## src/rtl/instruction_sequencer.sv

```systemverilog
// instruction_sequencer
//   Front end of the CPU control unit. Holds the instruction register, runs the
//   T-state ring (T1..T4) and the M-cycle counter (M1..M8), registers the
//   one-hot opcode field decode and produces the branch-condition vector.
//
// Ports
//   i_Clk, i_Rst_n   clock (rising edge), asynchronous active-low reset
//   i_Wait           freezes all sequencer state while high
//   i_Bus_Data[7:0]  opcode source on fetch
//   i_Fetch          load IR and restart at M1 (T4 only)
//   i_Reset_Cycle    restart at M1 without loading IR (T4 only)
//   i_CB_Prefix      opcode being fetched is CB-page (T4 with i_Fetch only)
//   i_Flags[3:0]     {Z,N,H,C}
//   o_Cycle_Step     one-hot T-state, bit0 = T1
//   o_Cycle_Count    one-hot M-cycle, bit0 = M1
//   o_IR             current opcode
//   o_X/o_Y/o_Z/o_P/o_Q  registered one-hot opcode fields
//   o_CB             current opcode is CB-page
//   o_Conditions     {C, ~C, Z, ~Z} (combinational)
//   o_Seq_Error      sticky M-cycle overrun flag
module instruction_sequencer #(
    parameter logic [7:0] RESET_OPCODE = 8'h00
) (
    input  logic       i_Clk,
    input  logic       i_Rst_n,
    input  logic       i_Wait,
    input  logic [7:0] i_Bus_Data,
    input  logic       i_Fetch,
    input  logic       i_Reset_Cycle,
    input  logic       i_CB_Prefix,
    input  logic [3:0] i_Flags,
    output logic [3:0] o_Cycle_Step,
    output logic [7:0] o_Cycle_Count,
    output logic [7:0] o_IR,
    output logic [3:0] o_X,
    output logic [7:0] o_Y,
    output logic [7:0] o_Z,
    output logic [3:0] o_P,
    output logic [1:0] o_Q,
    output logic       o_CB,
    output logic [3:0] o_Conditions,
    output logic       o_Seq_Error
);

    // T-state encodings double as the one-hot o_Cycle_Step value
    typedef enum logic [3:0] {
        T1 = 4'b0001,
        T2 = 4'b0010,
        T3 = 4'b0100,
        T4 = 4'b1000
    } t_state_e;

    t_state_e   step_q, step_d;
    logic [7:0] count_q, count_d;
    logic [7:0] ir_q, ir_d;
    logic [3:0] x_q, x_d;
    logic [7:0] y_q, y_d;
    logic [7:0] z_q, z_d;
    logic [3:0] p_q, p_d;
    logic [1:0] q_q, q_d;
    logic       cb_q, cb_d;
    logic       seq_err_q, seq_err_d;

    // N and H do not take part in any branch condition
    logic unused_flags;
    assign unused_flags = ^i_Flags[2:1];

    always_comb begin
        step_d    = step_q;
        count_d   = count_q;
        ir_d      = ir_q;
        cb_d      = cb_q;
        seq_err_d = seq_err_q;

        if (!i_Wait) begin
            case (step_q)
                T1: step_d = T2;
                T2: step_d = T3;
                T3: step_d = T4;
                T4: begin
                    step_d = T1;
                    if (i_Fetch) begin
                        count_d = 8'h01;
                        ir_d    = i_Bus_Data;
                        cb_d    = i_CB_Prefix;
                    end else if (i_Reset_Cycle) begin
                        count_d = 8'h01;
                    end else if (count_q[7]) begin
                        // Ran past M8 without a fetch: wrap and flag it
                        count_d   = 8'h01;
                        seq_err_d = 1'b1;
                    end else begin
                        count_d = count_q << 1;
                    end
                end
                default: step_d = T1;
            endcase
        end

        // Decode follows ir_d so it is reloaded on exactly the IR load edge
        x_d = 4'b0001 << ir_d[7:6];
        y_d = 8'h01 << ir_d[5:3];
        z_d = 8'h01 << ir_d[2:0];
        p_d = 4'b0001 << ir_d[5:4];
        q_d = 2'b01 << ir_d[3];
    end

    always_ff @(posedge i_Clk or negedge i_Rst_n) begin
        if (!i_Rst_n) begin
            step_q    <= T1;
            count_q   <= 8'h01;
            ir_q      <= RESET_OPCODE;
            x_q       <= 4'b0001 << RESET_OPCODE[7:6];
            y_q       <= 8'h01 << RESET_OPCODE[5:3];
            z_q       <= 8'h01 << RESET_OPCODE[2:0];
            p_q       <= 4'b0001 << RESET_OPCODE[5:4];
            q_q       <= 2'b01 << RESET_OPCODE[3];
            cb_q      <= 1'b0;
            seq_err_q <= 1'b0;
        end else begin
            step_q    <= step_d;
            count_q   <= count_d;
            ir_q      <= ir_d;
            x_q       <= x_d;
            y_q       <= y_d;
            z_q       <= z_d;
            p_q       <= p_d;
            q_q       <= q_d;
            cb_q      <= cb_d;
            seq_err_q <= seq_err_d;
        end
    end

    assign o_Cycle_Step  = step_q;
    assign o_Cycle_Count = count_q;
    assign o_IR          = ir_q;
    assign o_X           = x_q;
    assign o_Y           = y_q;
    assign o_Z           = z_q;
    assign o_P           = p_q;
    assign o_Q           = q_q;
    assign o_CB          = cb_q;
    assign o_Seq_Error   = seq_err_q;
    assign o_Conditions  = {i_Flags[0], ~i_Flags[0], i_Flags[3], ~i_Flags[3]};

endmodule
```

## config.mk

```make
export PLATFORM = sky130hd
export DESIGN_NAME = instruction_sequencer
export DESIGN_NICKNAME = d
export VERILOG_FILES = /design/src/rtl/instruction_sequencer.sv
export SDC_FILE = /design/constraint.sdc
export NUM_CORES = 1
export LEC_CHECK = 0
export ABC_AREA = 1
export CORE_UTILIZATION = 40
export CTS_CLUSTER_SIZE = 30
export DETAILED_ROUTE_END_ITERATION = 8
export PLACE_DENSITY = 0.73
export SLEW_MARGIN = 5
export SYNTH_ARGS = -nofsm -noshare
export SYNTH_HDL_FRONTEND = slang
export SYNTH_SLANG_ARGS = --single-unit
```

## constraint.sdc

```tcl
create_clock -name i_Clk -period 1.35 [get_ports i_Clk]
set_input_delay 0.135 -clock i_Clk [delete_from_list [all_inputs] [get_ports i_Clk]]
set_output_delay 0.135 -clock i_Clk [all_outputs]
set_load 0.03 [all_outputs]
```

==> summary.md, run 1 <==
| Metric | Value |
|---|---|
| CP max stage delay | `~460 ps` |
| WS Path Type | `register to register` |
| WL met2 | `around 1.8 mm` |
| Worst Hold Class | `primary input to async pin` |
| EDFF count, synth | `0` |
| Synth Instances | `slightly below 200` |
| Vias | `1,488` |
| Synth area leader | `dfrtp_1` |
| Largest net degree at the start of global routing | `48` |
| TritonCTS clock tree | `yes` |
| Final WL | `around 3.7 mm` |
| Failing checks | `design-rule violations` |
| Chip Height | `71.36 um` |
| Synth top area cells | `dfrtp_1 52%, dfstp_2 9.6%, nand2_1 7.8%, inv_1 5.9%, nor2_1 4.3%` |
| Post-Synthesis Net Count | `212` |
| CP endpoint | `o_X[3]` |
| # DRC | `5` |
| Critical path's slowest cell | `dfrtp_2` |
| Synth cell count leaders | `40 x dfrtp_1, 40 x nand2_1, 30 x inv_1, 22 x nor2_1, 10 x nand2_2` |
| Fin cells | `between 300 and 400` |
| WL met3 | `between 150 and 200 um` |
| Post-layout net count | `around 300` |
| Syn_area_per_cell | `between 9 and 10 um2` |
| # diodes | `0` |
| Number of buffers added on ports | `between 60 and 70` |
| Number of global-route vias before repair | `about 1,400` |
| Highest Signal Layer | `met4` |
| Setup Viol. Count Final | `0` |
| Nature of the critical path endpoint | `register` |
| Clk_skew | `approximately 6.7 ps` |
| Synth Register Bits | `47` |
| Global route overflow | `0` |
| Share of cells above drive strength 1 | `slightly above 30%` |
| RSZ-0062 raised after global routing | `yes` |
| Gpl congestion | `between 0.7 and 0.8` |
| Leakage | `about 0.0015 uW` |
| HPWL after DPL | `2.676 mm` |
| DR WL/cell | `11.21 um` |
| Cell variety after synth | `25` |
| Max Fclk | `761.2 MHz` |
| Max-slew headroom | `about four fifths` |
| CTS clk-pin slew, worst paths | `approximately 80 ps` |
| Status | `finished, violations left` |
| Maximum vdd drop | `0.9622 mV` |
| Pwr Density | `about 2000 mW/mm2` |
| Clock sink count | `47` |
| WP data arrival | `around 1500 ps` |
| Slew Limit Fails | `0` |
| DRT met1 WL | `approximately 1.8 mm` |
| Gr usage total | `15.76%` |
| Hold Fails Final Rpt | `0` |
| Internal reg-to-reg setup slack | `roughly 36 ps` |
| CTS Root Cell | `clkbuf_8` |
| CP required | `between 1500 and 2000 ps` |
| Worst Setup SP | `o_Cycle_Step[1]` |
| Hold_ws | `~350 ps` |
| Minimum clock period after layout | `approximately 1300 ps` |
| CORE AREA | `0.004474 mm2` |
| Avg Vias per Cell | `4.455` |
| Ys Warns | `0` |
| DP Worst Slack | `-199.2 ps` |
| Fin worst setup slack | `36.31 ps` |
| Placed insts | `approximately 320` |
| Global-route wire length before repair | `6.216 mm` |
| Layout area overhead | `49.29%` |
| Fin crit share | `between 90% and 100%` |
| Post-synth ARST share | `between 90% and 100%` |
| MaxCap Viol Count | `0` |
| Detail Route Antenna Nets | `0` |
| Cts bufs inserted | `5` |
| Worst-Skew Late Latency | `around 290 ps` |
| Post-synth top area share | `a little over half` |
| Initial DRC count | `approximately 100` |
| Crit-path max FO | `10` |
| CTS max path bufs | `2` |
| I/O pin cnt | `70` |
| Overall power | `between 5000 and 6000 uW` |
| H-tree depth | `2` |
| FF-to-FF path depth | `5` |
| Starting density of the core | `a little over two fifths` |
| RR Startpoint | `o_Cycle_Step[1]` |
| Sequential share of the synthesized area | `about three fifths` |
| Num rows | `24` |
| Initial antenna violation count | `0` |
| Synthesized area | `between 0.0015 and 0.002 mm2` |
| Worst setup SP type | `register` |
| Die area | `between 0.005 and 0.006 mm2` |
| Most used DFF post-synth | `dfrtp_1` |
| FF-to-FF End | `o_X[3]` |
| CP cell instances | `nor2_8 -> nand4_4 -> buf_12 -> o21ai_2 -> nor2_1` |
| Die X | `a little over 70 um` |
| Drt first pass iters | `6` |
| Worst Tran Pin Value | `~320 ps` |
[critical path, delay by kind of cell (launching register included)]
kind | cells | cell delay, ps
flops | 1 | 460
simple gates | 3 | 400
buf+inv | 1 | 200
compound gates | 1 | 140
[power by group]
group / internal [uW] / switching [uW] / total, uW
clock network: 362 / 442 / 804
registers: 1900 / 235 / 2140
logic: 1020 / 1860 / 2890
total: 3290 / 2540 / 5830
[state kept, by name, indices dropped and copies added (netlist names)]
signal,cells
o_IR,8
o_Cycle_Step,4
o_Q,1
o_Y,8
o_X,4
o_CB,1
o_Z,8
o_P,4
o_Cycle_Count,8
o_Seq_Error,1
[logic make-up after synthesis]
kind of cell | after synthesis | synth area share, %
AND/OR/NAND/NOR | 90 | 23.54
AO/OA/AOI/OAI | 18 | 6.307
buffers and inverters | 39 | 8.582
flip-flops | 47 | 61.57
[metrics by stage]
stage               instance area (um2)  utilization [%]  setup TNS (ps)
CTS                                2743            61.30               0
global route                       2873            64.21          -153.0
global placement                   2689            60.10           -2683
finish                             2873            64.21               0
detailed placement                 2689            60.10           -3646
floorplan                          1927                -               0
[how the worst min path moves through the flow]
stage | from | to | slack [ps] | cells after the start
3_3_place_gp | i_Rst_n | o_Cycle_Count[3] | 130 | 2
5_1_grt | i_Rst_n | o_Cycle_Count[3] | 380 | 3
3_5_place_dp | i_Rst_n | o_Cycle_Count[3] | 140 | 2
4_1_cts | i_Rst_n | o_Cycle_Count[3] | 360 | 3
6_report | i_Rst_n | o_Cycle_Count[3] | 350 | 3
2_1_floorplan | i_Rst_n | o_CB | -160 | 0
[layout by cell type, fill, tap and decap left out, types with 4 or more instances in the layout]
| cell type | synthesis | final |
|---|---|---|
| dlygate4sd2_1 | 0 | 40 |
| dfrtp_1 | 40 | 37 |
| nand2_1 | 40 | 34 |
| inv_1 | 30 | 27 |
| buf_4 | 3 | 21 |
| nor2_1 | 22 | 20 |
| nand2_2 | 10 | 15 |
| clkdlybuf4s50_1 | 0 | 14 |
| o22ai_1 | 7 | 7 |
| dfstp_2 | 7 | 7 |
| inv_2 | 4 | 6 |
| nor2_2 | 4 | 5 |
| clkbuf_8 | 0 | 5 |
| nand2_4 | 3 | 4 |
| clkdlybuf4s15_1 | 0 | 4 |
[layout make-up]
class	instances	area (um2)
clock buffer	6	72.57
multi-input combinational	108	641.9
sequential	47	1189
clock inverter	2	12.51
fill	384	1602
inverter	35	137.6
tap	52	65.06
timing repair buffer	84	754.5
[per-layer routing]
layer | global-route usage, % | vias up
met4 | 5.556 | 0
li1 | - | 763
met1 | 21.72 | 672
met2 | 24.02 | 48
met5 | 0 | -
met3 | 4.360 | 5
[timing repair]
action                     4_1_cts  5_1_grt
setup endpoints to repair       51       28
hold endpoints to repair        40        0
pin swaps                        0        9
hold buffers                     1        0
setup buffers                    1        7
resized for setup               46       25
Note: power is estimated with default switching activity, not from simulation.
==> inputs of run 2 (changes only) <==
- GPL_TIMING_DRIVEN: default -> 0
- MAX_ROUTING_LAYER: default -> met4
==> run 2 against run 1 <==
  * The run still ends with design-rule violations left
  * Routed wire length grew 0.72%
  * Global-route usage grew 1.1 points
  * Worst setup slack lost 4.1 ps
  * Final cell count down 1.5%
  * Clock-buffer cell count stayed put
  * Sequential power hardly changed
  * Final area is 1.7% lower
  * Core utilization fell by 1.1 points
  * Critical endpoint is now o_P[0]
==> summary.md, run 2 (same netlist as run 1, synthesis figures left out) <==
| Metric | Value |
|---|---|
| Status | `finished, violations left` |
| Failing checks | `design-rule violations` |
| Minimum clock period after layout | `around 1300 ps` |
| CTS clk-pin slew, worst paths | `~90 ps` |
| Max-slew headroom | `between 60 and 70%` |
| Post-layout net count | `294` |
| Global route hottest layer | `met2` |
| Top delay family on crit path | `flip-flops` |
| Sw Pwr | `2567 uW` |
| Largest net degree at the start of global routing | `29` |
| Die X | `~70 um` |
| Worst Hold Class | `primary input to async pin` |
| Maximum vdd drop | `between 1 and 1.5 mV` |
| Die area | `between 0.005 and 0.006 mm2` |
| Num rows | `24` |
| GRT met1 Usage | `roughly a fifth` |
| Starting density of the core | `a little over two fifths` |
| Crit-path max FO | `1` |
| Critical path's slowest cell | `dfstp_2` |
| Setup Viol. Count Final | `0` |
| Fin crit share | `just under 100%` |
| TritonCTS clock tree | `yes` |
| MaxCap Viol Count | `0` |
| Clock sink count | `47` |
| Initial antenna violation count | `0` |
| FILL cells | `between 300 and 400` |
| Chip Height | `slightly above 70 um` |
| Met2 usage | `about a quarter` |
| Drt first pass iters | `6` |
| Worst-Skew Late Latency | `about 300 ps` |
| Hold Fails Final Rpt | `0` |
| Flop pwr share | `between 30% and 40%` |
| CTS max path bufs | `2` |
| CP cell instances | `clkdlybuf4s15_1` |
| I/O pin cnt | `70` |
| WS Path Type | `register to output pin` |
| CP max stage delay | `530 ps` |
| CTS Root Cell | `clkbuf_8` |
| Logic pwr share | `between 40% and 50%` |
| Switching share of power | `between 40% and 50%` |
| Worst setup SP type | `register` |
| Layout area overhead | `46.81%` |
| Share of cells above drive strength 1 | `a little over a quarter` |
| Overall power | `slightly below 6000 uW` |
| Clk_skew | `around 6.3 ps` |
| DR WL/cell | `about 11 um` |
| Commonest non-fill, non-tap cells in the layout | `46 x dlygate4sd2_1, 37 x nand2_1, 37 x dfrtp_1, 27 x inv_1, 20 x nor2_1` |
| Buf/Inv on CP | `1` |
| Worst Tran Pin Value | `between 400 and 500 ps` |
| Global-route wire length before repair | `6.444 mm` |
| Area occupied by multi-input gates | `between 600 and 700 um2` |
| Leakage | `about 0.0015 uW` |
| H-tree depth | `2` |
| FF-to-FF path depth | `5` |
| Max Fclk | `approximately 760 MHz` |
| Pwr Density | `2072 mW/mm2` |
| Crit path depth | `1` |
| Clock power frac | `15.2%` |
| Avg Vias per Cell | `about 4.5` |
| Commonest non-fill, non-tap cell in the layout | `dlygate4sd2_1` |
| RSZ-0062 raised after global routing | `yes` |
| CORE AREA | `0.004474 mm2` |
| Vias | `~1,500` |
| Nature of the critical path endpoint | `output pin` |
| Initial DRC count | `61` |
| Internal power | `roughly 3300 uW` |
| WP data arrival | `around 1200 ps` |
| Final core utilization | `a little over three fifths` |
| Cts bufs inserted | `5` |
| HPWL after DPL | `2.747 mm` |
| Number of global-route vias before repair | `roughly 1,500` |
| Global route overflow | `0` |
| # diodes | `0` |
| Final WL | `3.772 mm` |
| Gr usage total | `~17%` |
| Detail Route Antenna Nets | `0` |
| Storage cell area | `approximately 0.0012 mm2` |
| Number of buffers added on ports | `between 60 and 70` |
| Slew Limit Fails | `0` |
| Met3 Track Usage GR | `4.501%` |
| # DRC | `5` |
| CP required | `between 1000 and 1500 ps` |
| Gpl congestion | `about 0.84` |
==> run 2: cell types whose count changed in the layout (fill, tap and decap cells not counted), moves of 2 or more <==
cell	previous run	this run
buf_4	21	9
nand2_4	4	6
dlygate4sd2_1	40	46
clkbuf_2	0	2
nand2_1	34	37
nand2_2	15	10
==> run 2: metal layers <==
layer  vias up  part of all wire, %
met4         0                  1.4
met5         -                    0
met1       674                   47
met3         6                  5.2
li1        752                    -
met2        49                   46
==> run 2: worst reg2reg max path, delay by kind of cell (launching register included) <==
| kind | cells | cell delay (ps) |
|---|---|---|
| buffers and inverters | 1 | 200 |
| AND/OR/NAND/NOR | 3 | 390 |
| flip-flops | 1 | 450 |
| AO/OA/AOI/OAI | 1 | 160 |
==> run 2: power by group through the flow <==
stage | combinational, uW | sequential, uW | clock (uW)
2_1_floorplan | 873 | 3100 | 0
3_3_place_gp | 2920 | 2190 | 0
3_5_place_dp | 2950 | 2200 | 0
4_1_cts | 2750 | 2150 | 910
5_1_grt | 3050 | 2210 | 956
6_report | 2820 | 2140 | 890
==> run 2: area by class of cell <==
type | instances | share of cell area (%)
Tap cell | 52 | 2.303
Clock inverter | 2 | 0.5757
Inverter | 35 | 4.872
Clock buffer | 6 | 2.923
Buffer | 4 | 1.196
Timing Repair Buffer | 75 | 23.69
Multi-Input combinational cell | 108 | 22.36
Sequential cell | 47 | 42.07
==> run 2: through the flow <==
step / hold WS, ps / setup slack [ps] / setup TNS [ps] / cells / cell area, um2
after floorplan: -160.6 / 11.15 / 0 / 194 / 1927
after CTS: 342.8 / -3.660 / -3.660 / 328 / 2774
after global placement: 453.4 / -1205 / -54320 / 313 / 2663
final: 333.1 / 32.19 / 0 / 329 / 2825
after global routing: 379.2 / -28.85 / -215.3 / 329 / 2825
after detailed placement: 124.6 / -283.3 / -9052 / 314 / 2678
==> run 2: worst paths after layout <==
path	startpoint	slack, ps	end
hold reg to reg	o_Seq_Error	480	o_Seq_Error
max in group asynchronous	i_Rst_n	440	o_X[0]
setup / recovery	o_P[0]	30	o_P[0]
hold / removal	i_Rst_n	330	o_Cycle_Count[2]
setup reg to reg	o_Cycle_Step[1]	50	o_Z[5]
min in group i_Clk	i_Wait	350	o_Cycle_Step[1]
==> run 2: repair_timing <==
item	4_1_cts	5_1_grt
hold buffers	1	0
setup buffers	5	1
endpoints found under the hold margin	16	0
pin swaps	1	8
setup endpoints to repair	73	31
gates resized for setup	62	23
gates cloned	0	0
